### src/rtl/stack_ctrl_if.sv
// Bundle of request, RAM-side and status signals for the 4-deep stack controller.
// The slave side is the controller itself; the master side is its user plus RAM.
interface stack_ctrl_if #(
  parameter int DATA_W = 8
);
  logic              push_i;
  logic              pop_i;
  logic [DATA_W-1:0] data_i;
  logic [1:0]        ram_addr_o;
  logic              ram_we_o;
  logic [DATA_W-1:0] ram_wdata_o;
  logic [DATA_W-1:0] ram_rdata_i;
  logic [DATA_W-1:0] data_o;
  logic              valid_o;
  logic [2:0]        count_o;
  logic              full_o;
  logic              empty_o;
  logic              busy_o;
  logic              err_o;

  modport slave (
    input  push_i, pop_i, data_i, ram_rdata_i,
    output ram_addr_o, ram_we_o, ram_wdata_o, data_o, valid_o,
           count_o, full_o, empty_o, busy_o, err_o
  );

  modport master (
    output push_i, pop_i, data_i, ram_rdata_i,
    input  ram_addr_o, ram_we_o, ram_wdata_o, data_o, valid_o,
           count_o, full_o, empty_o, busy_o, err_o
  );
endinterface

### src/rtl/stack_ctrl.sv
// LIFO controller over an external 4-row RAM with a one-cycle registered read port.
// Push takes one busy cycle, pop takes two (address, then data capture).
module stack_ctrl #(
  parameter int DATA_W = 8
) (
  input  logic        clk_i,
  input  logic        rst_i,
  stack_ctrl_if.slave bus
);

  typedef enum logic [1:0] {
    S_IDLE,
    S_PUSH,
    S_POP_ADDR,
    S_POP_DATA
  } state_e;

  state_e            state_q, state_d;
  logic [2:0]        count_q, count_d;
  logic [DATA_W-1:0] wdata_q, wdata_d;
  logic [DATA_W-1:0] data_q,  data_d;
  logic              valid_q, valid_d;
  logic              err_q,   err_d;

  logic              full, empty;
  logic [2:0]        top_idx;

  assign full    = (count_q == 3'd4);
  assign empty   = (count_q == 3'd0);
  assign top_idx = count_q - 3'd1;

  // NOTE: every signal assigned here gets a default first, so no path leaves
  // one unassigned and no latch is inferred.
  always_comb begin
    state_d = state_q;
    count_d = count_q;
    wdata_d = wdata_q;
    data_d  = data_q;
    valid_d = 1'b0;
    err_d   = 1'b0;

    unique case (state_q)
      S_IDLE: begin
        if (bus.push_i && bus.pop_i) begin
          err_d = 1'b1;
        end else if (bus.push_i) begin
          if (full) begin
            err_d = 1'b1;
          end else begin
            wdata_d = bus.data_i;
            state_d = S_PUSH;
          end
        end else if (bus.pop_i) begin
          if (empty) begin
            err_d = 1'b1;
          end else begin
            state_d = S_POP_ADDR;
          end
        end
      end
      S_PUSH: begin
        count_d = count_q + 3'd1;
        state_d = S_IDLE;
      end
      S_POP_ADDR: begin
        state_d = S_POP_DATA;
      end
      S_POP_DATA: begin
        // RAM read data now reflects the address presented during S_POP_ADDR.
        data_d  = bus.ram_rdata_i;
        count_d = count_q - 3'd1;
        valid_d = 1'b1;
        state_d = S_IDLE;
      end
      default: state_d = S_IDLE;
    endcase
  end

  // NOTE: sequential state uses non-blocking assignments so every flop samples
  // the pre-edge values of the others regardless of statement order.
  always_ff @(posedge clk_i) begin
    if (rst_i) begin
      state_q <= S_IDLE;
      count_q <= 3'd0;
      wdata_q <= '0;
      data_q  <= '0;
      valid_q <= 1'b0;
      err_q   <= 1'b0;
    end else begin
      state_q <= state_d;
      count_q <= count_d;
      wdata_q <= wdata_d;
      data_q  <= data_d;
      valid_q <= valid_d;
      err_q   <= err_d;
    end
  end

  // Outside a push the address points at the current top of stack (row 0 when empty).
  always_comb begin
    bus.ram_we_o    = (state_q == S_PUSH);
    bus.ram_wdata_o = wdata_q;
    if (state_q == S_PUSH) begin
      bus.ram_addr_o = count_q[1:0];
    end else if (empty) begin
      bus.ram_addr_o = 2'd0;
    end else begin
      bus.ram_addr_o = top_idx[1:0];
    end
  end

  assign bus.data_o  = data_q;
  assign bus.valid_o = valid_q;
  assign bus.err_o   = err_q;
  assign bus.count_o = count_q;
  assign bus.full_o  = full;
  assign bus.empty_o = empty;
  assign bus.busy_o  = (state_q != S_IDLE);

endmodule

### src/flat_wrapper.sv
// flat-port wrapper written by rule: the top's interface ports become plain ports
module stack_ctrl_flat 
#(
  parameter int DATA_W = 8
)
  (clk_i, rst_i, bus_push_i, bus_pop_i, bus_data_i, bus_ram_rdata_i, bus_ram_addr_o, bus_ram_we_o, bus_ram_wdata_o, bus_data_o, bus_valid_o, bus_count_o, bus_full_o, bus_empty_o, bus_busy_o, bus_err_o);
  stack_ctrl_if #(.DATA_W(DATA_W)) bus_i ();
  input  logic clk_i;
  input  logic rst_i;
  input wire logic [$bits(bus_i.push_i)-1:0] bus_push_i;
  input wire logic [$bits(bus_i.pop_i)-1:0] bus_pop_i;
  input wire logic [$bits(bus_i.data_i)-1:0] bus_data_i;
  input wire logic [$bits(bus_i.ram_rdata_i)-1:0] bus_ram_rdata_i;
  output wire logic [$bits(bus_i.ram_addr_o)-1:0] bus_ram_addr_o;
  output wire logic [$bits(bus_i.ram_we_o)-1:0] bus_ram_we_o;
  output wire logic [$bits(bus_i.ram_wdata_o)-1:0] bus_ram_wdata_o;
  output wire logic [$bits(bus_i.data_o)-1:0] bus_data_o;
  output wire logic [$bits(bus_i.valid_o)-1:0] bus_valid_o;
  output wire logic [$bits(bus_i.count_o)-1:0] bus_count_o;
  output wire logic [$bits(bus_i.full_o)-1:0] bus_full_o;
  output wire logic [$bits(bus_i.empty_o)-1:0] bus_empty_o;
  output wire logic [$bits(bus_i.busy_o)-1:0] bus_busy_o;
  output wire logic [$bits(bus_i.err_o)-1:0] bus_err_o;
  assign bus_i.push_i = bus_push_i;
  assign bus_i.pop_i = bus_pop_i;
  assign bus_i.data_i = bus_data_i;
  assign bus_i.ram_rdata_i = bus_ram_rdata_i;
  assign bus_ram_addr_o = bus_i.ram_addr_o;
  assign bus_ram_we_o = bus_i.ram_we_o;
  assign bus_ram_wdata_o = bus_i.ram_wdata_o;
  assign bus_data_o = bus_i.data_o;
  assign bus_valid_o = bus_i.valid_o;
  assign bus_count_o = bus_i.count_o;
  assign bus_full_o = bus_i.full_o;
  assign bus_empty_o = bus_i.empty_o;
  assign bus_busy_o = bus_i.busy_o;
  assign bus_err_o = bus_i.err_o;
  stack_ctrl #(.DATA_W(DATA_W)) u_core (.clk_i(clk_i), .rst_i(rst_i), .bus(bus_i));
endmodule
### config.mk
export PLATFORM = sky130hd
export DESIGN_NAME = stack_ctrl_flat
export DESIGN_NICKNAME = d
export VERILOG_FILES = /design/src/rtl/stack_ctrl_if.sv /design/src/rtl/stack_ctrl.sv /design/src/flat_wrapper.sv
export SDC_FILE = /design/constraint.sdc
export NUM_CORES = 1
export LEC_CHECK = 0
export CORE_MARGIN = 3
export CORE_UTILIZATION = 46
export CTS_BUF_LIST = sky130_fd_sc_hd__clkbuf_8
export CTS_CLUSTER_SIZE = 25
export DETAILED_ROUTE_END_ITERATION = 7
export PLACE_DENSITY = 0.84
export SLEW_MARGIN = 30
export SYNTH_ARGS = -nofsm -noshare
export SYNTH_HDL_FRONTEND = slang
export SYNTH_SLANG_ARGS = --single-unit
### constraint.sdc
create_clock -name clk_i -period 4.5 [get_ports clk_i]
set_clock_uncertainty 0.05 [all_clocks]
set_input_delay 0.45 -clock clk_i [delete_from_list [all_inputs] [get_ports clk_i]]
set_output_delay 0.45 -clock clk_i [all_outputs]
set_load 0.005 [all_outputs]
# == Word-level counts from Yosys, hierarchy flattened ==
# Index checks and enable logic that the tools add are counted.
# totals
output_inout_bits,27
reg_bits,23
word_cells,43
# classes
add_sub_neg,2
reduce_logical,9
muxes,15
eq_ne,8
bitwise,3
# op_table
operator,count
2-to-1 mux 2 bit,7
"inequality test 3 bit, second input constant",3
AND reduction 4 bit,2
2-to-1 mux 1 bit,6
one-hot mux 2 bit (3 select lines),1
one-hot mux 3 bit (2 select lines),1
"== test 2 bit, second input constant",2
nonzero test 2 bit,2
OR reduction 2 bit,2
"adder 3 x 1 -> 3 bit, second input constant",1
"== test 3 bit, second input constant",1
zero test 3 bit,1
inverter 1 bit,3
"subtractor 3 x 1 -> 3 bit, second input constant",1
"== test 2 x 1 -> 1 bit, second input constant",1
zero test 2 bit,1
"inequality test 2 bit, second input constant",1
logical AND 1 bit,1

# == Depth between registers and ports, before layout ==
# Gate-level depths: netlist (run 1).
# depth
ltp_word,6
depth_mapped,6
depth_no_buf,6

# == Worst setup path before layout (run 1) ==
# Ideal clock, no wire load.
# synth_path
kind,reg-to-output
start,"reg u_core.count_q[0], in the netlist u_core.bus.count_o[0]"
end,out bus_ram_addr_o[0]
path_stages_with_launch,6
arrival_ns,1.206
path_buffers,0
path_slack_ns,2.794
path_cell_list,dfxtp_1 > inv_1 > ha_1 > ha_1 > nor3_1 > a21o_1
# synth_between
elab_chain_len,3
# synth_lines
element,line,rtl
start: declaration,stack_ctrl.sv:19,"logic [2:0] count_q, count_d;"
start signal: assignment,stack_ctrl.sv:91,count_q <= count_d;
zero test 3 bit,stack_ctrl.sv:29,assign empty = (count_q == 3'd0);
net bus_empty_o,flat_wrapper.sv:21,output wire logic [$bits(bus_i.empty_o)-1:0] bus_empty_o;
2-to-1 mux 2 bit,stack_ctrl.sv:105,end else if (empty) begin
2-to-1 mux 2 bit,stack_ctrl.sv:103,if (state_q == S_PUSH) begin
end: declaration,flat_wrapper.sv:14,output wire logic [$bits(bus_i.ram_addr_o)-1:0] bus_ram_addr_o;
# The timed path passes the listed nets, and every way through them passes these cells.

# == Final worst setup path (run 1) ==
# layout_path
start,"reg u_core.count_q[0], in the netlist u_core.bus.count_o[0]"
end,out bus_ram_addr_o[0]
# layout_between
elab_chain_len,3
# layout_lines
element,line
subtractor 3 x 1 -> 3 bit / zero test 3 bit (equally long branches),"stack_ctrl.sv:30, stack_ctrl.sv:29"
2-to-1 mux 2 bit,stack_ctrl.sv:105
2-to-1 mux 2 bit (*),stack_ctrl.sv:103
# Every way passes the cells marked *; elsewhere a longest branch is shown, timed or not.

==> metrics.txt, run 1 <==
syn_area_per_cell=9.036 µm²; via count=931; antenna-violating nets left=0; Slew HR=40.08%; Fin Hold WS=411.1 ps; Std-Cell Rows=16; synthesized cell area=1057 µm²; setup TNS=0 ps; post-CTS setup buffers=0; Die ar.=2910 µm²; Finish-stage setup viols=0; CTS tree=built; worst slack, placed=2248 ps; fin cells=186; Cells after Synth=117; share of layout cells above drive strength 1=3.145%; drt wl/cell=12.97 µm; initial DRC count=13; HP Class=flip-flop to flip-flop; CTS max path bufs=2; Peak VDD IR=0.0002875 V; switch share=25.23%; WS Path Type=flip-flop to output port; CP required=4000 ps; vias in the first global route=919; element type at the critical path start=flip-flop; Initial Util=51.27%; Final Hold Viols=0; global-route wire length before repair=3870 µm; Sequential Power Share=50.4%; critical path capture point type=output port; Most used DFF post-synth=dfxtp_1; Design Area, Final=1549 µm²; count of state elements after synthesis=23; Post-synth EDFFs=0; P per Cell Area=289.6 nW/µm²; reg2reg start=u_core.bus.count_o[0]; IO Pins=47; NumNets Final=184; worst path arrival time=2030 ps; placed cell count=182; final worst path period share=56.28%; vias per inst=5.005; Worst-Margin Slew=896.1 ps; grt ovf=0; Comb pwr share=21.2%; Antenna Cells=0; Clock H-tree levels=1; post-synthesis net count=141; cell taking the most area after synthesis=dfxtp_1; largest net degree at the start of global routing=32; share of the synthesized area in the top cell type=43.55%; R2R depth=5; fillers=159; Slew Viols, Final=0; CTS root buf=clkbuf_8; HPWL after DPL=1766 µm; register area=460.4 µm²; clock latency on the worst-skew pair=260 ps; DR DRC count=0; post-cts hold buffer count=0; post-synthesis cell type count=24; RR Endpoint=u_core.bus.ram_wdata_o[1]; f_max=394.8 MHz; CP Launch Point=u_core.bus.count_o[0]; Die H=53.94 µm; RSZ-0062 raised after global routing=no; CTS Buf Count=3; leakage=0.5568 nW; drt pass-1 iters=4; Setup crit end=bus_ram_addr_o[0]; Internal Power=0.0003355 W; CP Max Fanout=6; FF-to-FF setup slack=2420 ps; area of the multi-input gates=534.3 µm²; P_sw=0.0001132 W; Max-Cap Viols=0; clock power share=28.3%; initial antenna violation count=0; synth-to-layout area growth=46.51%; minimum clock period=2533 ps; status=finished clean; YS warnings=0; Synth area leaders=dfxtp_1 44%, nand2b_1 9.5%, mux2i_1 8.5%, ha_1 4.7%, a21oi_1 4.3%; routability congestion estimate=0.6380; die width=53.94 µm; CORE AREA=2062 µm²; Post-DP Area=1504 µm²; async set or reset register ratio after synthesis=0%; Clock transition at path regs=80 ps; GRT Resource Usage Total=18.72%; post-cts repair resize count=0; clock sinks=23; sequential-to-total area share from yosys stat=43.55%; # port buffers=46; WL final=2412 µm; worst setup margin=1967 ps
worst min-delay path by stage:
stage | from | to | slack (ps) | cells past startpoint
6_report | u_core.bus.data_o[5] | u_core.bus.data_o[5] | 410 | 2
4_1_cts | u_core.bus.data_o[5] | u_core.bus.data_o[5] | 410 | 2
2_1_floorplan | u_core.bus.data_o[0] | u_core.bus.data_o[0] | 400 | 2
3_5_place_dp | u_core.bus.data_o[6] | u_core.bus.data_o[6] | 400 | 2
5_1_grt | u_core.bus.data_o[7] | u_core.bus.data_o[7] | 430 | 2
3_3_place_gp | u_core.bus.data_o[1] | u_core.bus.data_o[1] | 390 | 2
layout make-up:
class	count	area share (%)
Multi-Input combinational cell	82	34.49
Tap cell	27	2.181
Sequential cell	23	29.73
Inverter	4	0.9693
Clock buffer	3	2.666
Clock inverter	1	0.2423
Timing Repair Buffer	46	29.73
state kept, by name, indices dropped and copies added (netlist names):
| signal | flops |
|---|---|
| u_core.bus.valid_o | 1 |
| u_core.bus.data_o | 8 |
| u_core.state_q | 2 |
| u_core.bus.ram_wdata_o | 8 |
| u_core.bus.count_o | 3 |
| u_core.bus.err_o | 1 |
kinds of logic after synthesis:
logic type | count (synthesis) | synth area share (%)
and+or+nand+nor | 49 | 25.68
AOI/OAI and AO/OA | 18 | 9.941
DFF | 23 | 43.55
adders and majority gates | 4 | 4.734
buffers and inverters | 12 | 5.916
xor gates and xnor gates | 2 | 1.657
muxes | 9 | 8.521
placed cells by master, fill, tap and decap left out, types with 2 or more instances in the layout:
cell type and n:
xnor2_1 2, a21oi_1 9, dfxtp_1 23, o21ai_0 4
nand2_1 12, nand3_1 8, inv_1 5, ha_1 4
clkdlybuf4s50_1 46, nor2_1 6, nand2b_1 16, nor2b_1 2
clkbuf_8 3, mux2i_1 9, a211oi_1 2
cells in the mapped netlist (all sizes together), types with 2 or more instances:
cell type / n
nand2: 12
mux2i: 9
ha: 4
xnor2: 2
clkbuf: 4
buf: 4
nor2b: 2
nand2b: 16
inv: 4
a211oi: 2
a21oi: 9
dfxtp: 23
nand3: 8
nor2: 6
o21ai: 4
stage by stage:
| stage | util [%] | power (W) |
|---|---|---|
| 2_1_floorplan | - | 0.0002770 |
| 3_5_place_dp | 72.94 | 0.0003272 |
| 4_1_cts | 75.12 | 0.0004503 |
| 6_report | 75.12 | 0.0004486 |
| 5_1_grt | 75.12 | 0.0004716 |
| 3_3_place_gp | 72.94 | 0.0003245 |
critical path: stages, from the launching register on:
cell,delay [ps]
dfxtp_1,440
inv_1,70
ha_1,240
ha_1,230
nor3_1,180
a21o_1,100
clkdlybuf4s50_1,500
routing by layer:
metal  share of wire [%]  track usage, %  vias up
met3                 6.6           8.033        4
met4                 1.3           8.936        0
met2                  50           32.06       28
li1                    -               -      478
met5                   0               0        -
met1                  42           19.46      421
power by group through the flow:
stage | sequential, W | combinational [W] | clock [W]
after floorplan | 0.000225 | 0.0000523 | 0
after global placement | 0.000230 | 0.0000945 | 0
after detailed placement | 0.000231 | 0.0000961 | 0
after CTS | 0.000226 | 0.0000967 | 0.000127
after global routing | 0.000228 | 0.000105 | 0.000138
final | 0.000226 | 0.0000952 | 0.000127
Power figures use the tool's default switching activity.
==> inputs of run 2 (changes only) <==
Settings changed: CORE_UTILIZATION 46 to 43, PLACE_DENSITY 0.84 to 0.79.
Clock period 4.5 ns to 2.5 ns, I/O delays scaled along.
==> metrics.txt, run 2 (synthesis gave the netlist of run 1 again) <==
worst setup margin=190.6 ps (was 1967 ps); fillers=191 (was 159); post-cts hold buffer count=0 (unchanged); drt wl/cell=12.50 µm (was 12.97 µm); Slew Viols, Final=0 (unchanged); vias in the first global route=902 (was 919); Initial Util=46.45% (was 51.27%); Design Area, Final=1580 µm² (was 1549 µm²); Max-Cap Viols=0 (unchanged); synth-to-layout area growth=49.47% (was 46.51%); drt pass-1 iters=5 (was 4); f_max=433.0 MHz; minimum clock period=2309 ps; RSZ-0062 raised after global routing=no (unchanged); Die ar.=3090 µm² (was 2910 µm²); Peak VDD IR=0.0003400 V (was 0.0002875 V); CORE AREA=2276 µm² (was 2062 µm²); HP Class=flip-flop to flip-flop (unchanged); Clock transition at path regs=80 ps (about the same); busiest grt layer=met2 (unchanged); CP required=2200 ps (was 4000 ps); critical path capture point type=output port (unchanged); final worst path period share=92.37%; clock sinks=23 (unchanged); share of layout cells above drive strength 1=5.521% (was 3.145%); crit-path leading delay family=buffers and inverters (unchanged); post-CTS setup buffers=0 (unchanged); met2 Use GR=28.38% (was 32.06%); slowest CP cell=clkdlybuf4s50_1 (unchanged); FF-to-FF setup slack=700 ps (was 2420 ps); element type at the critical path start=flip-flop (unchanged); GRT Resource Usage Total=15.57% (was 18.72%); routing usage on met1=16.98% (was 19.46%); clock latency on the worst-skew pair=260 ps (about the same); commonest non-fill, non-tap cell in the layout=clkdlybuf4s50_1 (unchanged); # port buffers=46 (unchanged); reg2reg start=u_core.bus.count_o[0] (unchanged); CTS tree=built (unchanged); Finish-stage setup viols=0 (unchanged); initial antenna violation count=0 (unchanged); DR DRC count=0 (unchanged); Worst-Margin Slew=556.8 ps (was 896.1 ps); vias per inst=4.953 (was 5.005); Pwr Total=0.0008058 W (was 0.0004486 W); Final Hold Viols=0 (unchanged); routability congestion estimate=0.6689 (was 0.6380); setup TNS=0 ps (unchanged); via count=946 (was 931); Slew HR=62.76% (was 40.08%); most frequent cells in the layout=46 x clkdlybuf4s50_1, 23 x dfxtp_1, 16 x nand2b_1, 12 x nand2_1 (unchanged); leakage=0.5775 nW (was 0.5568 nW); die width=55.59 µm (was 53.94 µm); P per Cell Area=509.9 nW/µm² (was 289.6 nW/µm²); Antenna Cells=0 (unchanged); IO Pins=47 (unchanged); CTS max path bufs=2 (unchanged); Clock H-tree levels=1 (unchanged); crit path cell chain=inv_1 -> ha_1 -> ha_1 -> nor3_1 -> a21o_1 -> clkdlybuf4s50_1 (unchanged); CP Max Fanout=6 (unchanged); Die H=55.59 µm (was 53.94 µm); CTS root buf=clkbuf_8 (unchanged); HPWL after DPL=1774 µm (was 1766 µm); Std-Cell Rows=17 (was 16); worst path arrival time=2010 ps (was 2030 ps); grt ovf=0 (unchanged); WL final=2387 µm (was 2412 µm); CTS Buf Count=3 (unchanged); grt met3 use=5.336% (was 8.033%); post-cts repair resize count=0 (unchanged); global-route wire length before repair=3919 µm (was 3870 µm); Hold Path End=u_core.bus.data_o[5] (unchanged); WS Path Type=flip-flop to output port (unchanged); status=finished clean (unchanged); antenna-violating nets left=0 (unchanged); CP bufs+invs=2 (unchanged); CP most frequent cell=ha_1 (unchanged); RR Endpoint=u_core.bus.ram_wdata_o[1] (unchanged); initial DRC count=8 (was 13); hold path start=u_core.bus.data_o[5] (unchanged); NumNets Final=188 (was 184); R2R depth=6 (was 5); Post-Route Utilization=69.43% (was 75.12%); Cells on Worst Hold Path=2 (unchanged); worst slack, placed=460.1 ps (was 2248 ps); largest net degree at the start of global routing=22 (was 32); Post-DP Area=1535 µm² (was 1504 µm²); delay of the slowest cell on the worst path=500 ps (about the same)
-- run 2: cell types whose count changed in the layout (fill, tap and decap cells not counted), sizes merged --
cell  previous run  this run
buf              0         4
-- run 2: per-stage QoR --
step / hold WS [ps] / instances
final: 405.9 / 191
after floorplan: 314.6 / 117
after global routing: 436.2 / 191
after detailed placement: 398.5 / 187
after global placement: 391.7 / 187
after CTS: 408.4 / 191
-- run 2: area by class of cell --
| class | instances | area, µm² | area share, % |
|---|---|---|---|
| inverters | 4 | 15.01 | 0.9501 |
| flip-flops and latches | 23 | 460.4 | 29.14 |
| well taps | 28 | 35.03 | 2.217 |
| clock buffers | 3 | 41.29 | 2.613 |
| multi-input cells | 82 | 534.3 | 33.81 |
| repair buffers | 50 | 490.5 | 31.04 |
| clock inverters | 1 | 3.754 | 0.2375 |
-- run 2: worst max path at each step --
stage / slack [ps] / cells after the start / startpoint / to
after floorplan: 830 / 6 / u_core.bus.count_o[0] / u_core.bus.ram_wdata_o[0]
after global placement: 510 / 6 / u_core.bus.count_o[0] / bus_ram_addr_o[0]
after detailed placement: 460 / 6 / u_core.bus.count_o[0] / bus_ram_addr_o[0]
after CTS: 170 / 6 / u_core.bus.count_o[0] / bus_ram_addr_o[0]
after global routing: 50 / 6 / u_core.bus.count_o[0] / bus_ram_addr_o[0]
final: 190 / 6 / u_core.bus.count_o[0] / bus_ram_addr_o[0]
-- run 2: where the power goes --
group / internal, W / total [W] / switching [W]
clock network: 0.000109 / 0.000221 / 0.000111
registers: 0.000384 / 0.000394 / 0.0000105
logic: 0.000116 / 0.000191 / 0.0000750
-- run 2: worst reg2reg max path, delay by kind of cell (launching register included) --
family                     cells  cell delay, ps
adders and majority gates      2             500
DFF                            1             430
muxes                          1             200
buffers and inverters          2             300
and+or+nand+nor                1             260
-- run 2: metal layers --
metal  up-vias  routed length [µm]
li1        480                   -
met1       434                 971
met2        30                1213
met3         2                 190
met4         0                  10
met5         -                   0
==> inputs of run 3 (changes only) <==
Settings changed: CORE_UTILIZATION 43 to 46, PLACE_DENSITY 0.79 to 0.84.
Clock period 2.5 ns to 2.7 ns, I/O delays scaled along.
==> metrics.txt, run 3 (synthesis gave the netlist of run 1 again) <==
vias per inst=4.957 (was 4.953); Max-Cap Viols=0 (unchanged); drt wl/cell=12.85 µm (was 12.50 µm); post-cts repair resize count=0 (unchanged); WL final=2416 µm (was 2387 µm); Antenna Cells=0 (unchanged); routability congestion estimate=0.6728 (was 0.6689); Slew Viols, Final=0 (unchanged); global-route wire length before repair=3795 µm (was 3919 µm); status=finished clean (unchanged); Worst-Margin Slew=710.0 ps (was 556.8 ps); vias in the first global route=888 (was 902); final worst path period share=87.10%; critical path capture point type=output port (unchanged); HP Class=flip-flop to flip-flop (unchanged); Slew HR=52.47% (was 62.76%); crit path cell chain=inv_1 -> ha_1 -> ha_1 -> nor3_1 -> a21o_1 -> clkdlybuf4s50_1 (unchanged); minimum clock period=2352 ps; leakage=0.5656 nW (was 0.5775 nW); # port buffers=46 (unchanged); clock sinks=23 (unchanged); initial DRC count=13 (was 8); worst path arrival time=2030 ps (was 2010 ps); GRT Resource Usage Total=18.16% (was 15.57%); WS Path Type=flip-flop to output port (unchanged); RSZ-0062 raised after global routing=no (unchanged); drt pass-1 iters=4 (was 5); clock latency on the worst-skew pair=260 ps (about the same); element type at the critical path start=flip-flop (unchanged); CTS max path bufs=2 (unchanged); Die H=53.94 µm (was 55.59 µm); CP most frequent cell=ha_1 (unchanged); CTS Buf Count=3 (unchanged); most frequent cells in the layout=46 x clkdlybuf4s50_1, 23 x dfxtp_1, 16 x nand2b_1, 12 x nand2_1 (unchanged); CTS root buf=clkbuf_8 (unchanged); Final Hold Viols=0 (unchanged); Peak VDD IR=0.0003479 V (was 0.0003400 V); Sequential Power Share=49.6% (was 48.9%); synth-to-layout area growth=48.05% (was 49.47%); f_max=425.2 MHz; via count=932 (was 946); Post-DP Area=1519 µm² (was 1535 µm²); initial antenna violation count=0 (unchanged); post-cts hold buffer count=0 (unchanged); CP Max Fanout=6 (unchanged); Std-Cell Rows=16 (was 17); CTS tree=built (unchanged); Comb pwr share=22.4% (was 23.7%); P_sw=0.0001857 W (was 0.0001967 W); largest net degree at the start of global routing=20 (was 22); fillers=150 (was 191); IO Pins=47 (unchanged); NumNets Final=186 (was 188); Design Area, Final=1565 µm² (was 1580 µm²); Clock transition at path regs=80 ps (about the same); Clock H-tree levels=1 (unchanged); share of layout cells above drive strength 1=4.969% (was 5.521%); post-CTS setup buffers=0 (unchanged); switch share=24.82% (was 24.41%); P per Cell Area=478.1 nW/µm² (was 509.9 nW/µm²); grt ovf=0 (unchanged); delay of the slowest cell on the worst path=490 ps (was 500 ps); CORE AREA=2062 µm² (was 2276 µm²); die width=53.94 µm (was 55.59 µm); Finish-stage setup viols=0 (unchanged); slowest CP cell=clkdlybuf4s50_1 (unchanged); HPWL after DPL=1896 µm (was 1774 µm); clock power share=28.0% (was 27.4%); setup TNS=0 ps (unchanged); DR DRC count=0 (unchanged); commonest non-fill, non-tap cell in the layout=clkdlybuf4s50_1 (unchanged); antenna-violating nets left=0 (unchanged); Initial Util=51.27% (was 46.45%); Internal Power=0.0005626 W (was 0.0006091 W); Die ar.=2910 µm² (was 3090 µm²); CP required=2380 ps (was 2200 ps)
run 3: routing by layer:
metal | global-route usage (%) | share of wire, % | vias up
met5 | 0 | 0 | -
met4 | 5.106 | 0.33 | 0
met3 | 5.263 | 6.8 | 2
met2 | 34.68 | 53 | 27
met1 | 18.85 | 40 | 427
li1 | - | - | 476
run 3: path summary, 6_finish.rpt:
check / cells past startpoint / end / start / slack (ps)
max: 6 / bus_ram_addr_o[0] / u_core.bus.count_o[0] / 350
min: 2 / u_core.bus.data_o[1] / u_core.bus.data_o[1] / 410
max reg2reg: 5 / u_core.bus.ram_wdata_o[7] / u_core.bus.count_o[0] / 620
min reg2reg: 2 / u_core.bus.data_o[1] / u_core.bus.data_o[1] / 410
run 3: through the flow:
step / hold slack [ps] / total power (W) / util, % / cells / worst slack, ps
6_report: 410.6 / 0.0007483 / 75.91 / 188 / 348.4
5_1_grt: 433.9 / 0.0007890 / 75.91 / 188 / 183.8
4_1_cts: 414.4 / 0.0007564 / 75.91 / 188 / 329.2
3_5_place_dp: 403.4 / 0.0005486 / 73.67 / 184 / 621.1
3_3_place_gp: 392.1 / 0.0005438 / 73.67 / 184 / 691.3
2_1_floorplan: 334.6 / 0.0004616 / - / 117 / 1030
run 3: power by group through the flow:
stage	Clock [W]	Sequential (W)	Combinational, W
final	0.000210	0.000371	0.000167
after global routing	0.000231	0.000375	0.000183
after CTS	0.000215	0.000372	0.000170
after detailed placement	0	0.000380	0.000169
after global placement	0	0.000379	0.000165
after floorplan	0	0.000374	0.0000872
run 3: area by class of cell:
| cell class | instances | area [µm²] | share of cell area, % |
|---|---|---|---|
| Clock buffer | 3 | 41.29 | 2.638 |
| Clock inverter | 1 | 5.005 | 0.3197 |
| Inverter | 4 | 15.01 | 0.9592 |
| Multi-Input combinational cell | 82 | 534.3 | 34.13 |
| Sequential cell | 23 | 460.4 | 29.42 |
| Tap cell | 27 | 33.78 | 2.158 |
| Timing Repair Buffer | 48 | 475.5 | 30.38 |
run 3: worst max-delay path: cells and delay by family (launching register included):
| kind | cells | cell delay [ps] |
|---|---|---|
| buffers and inverters | 2 | 570 |
| adders and majority gates | 2 | 480 |
| DFF | 1 | 430 |
| and+or+nand+nor | 1 | 180 |
| AOI/OAI and AO/OA | 1 | 110 |
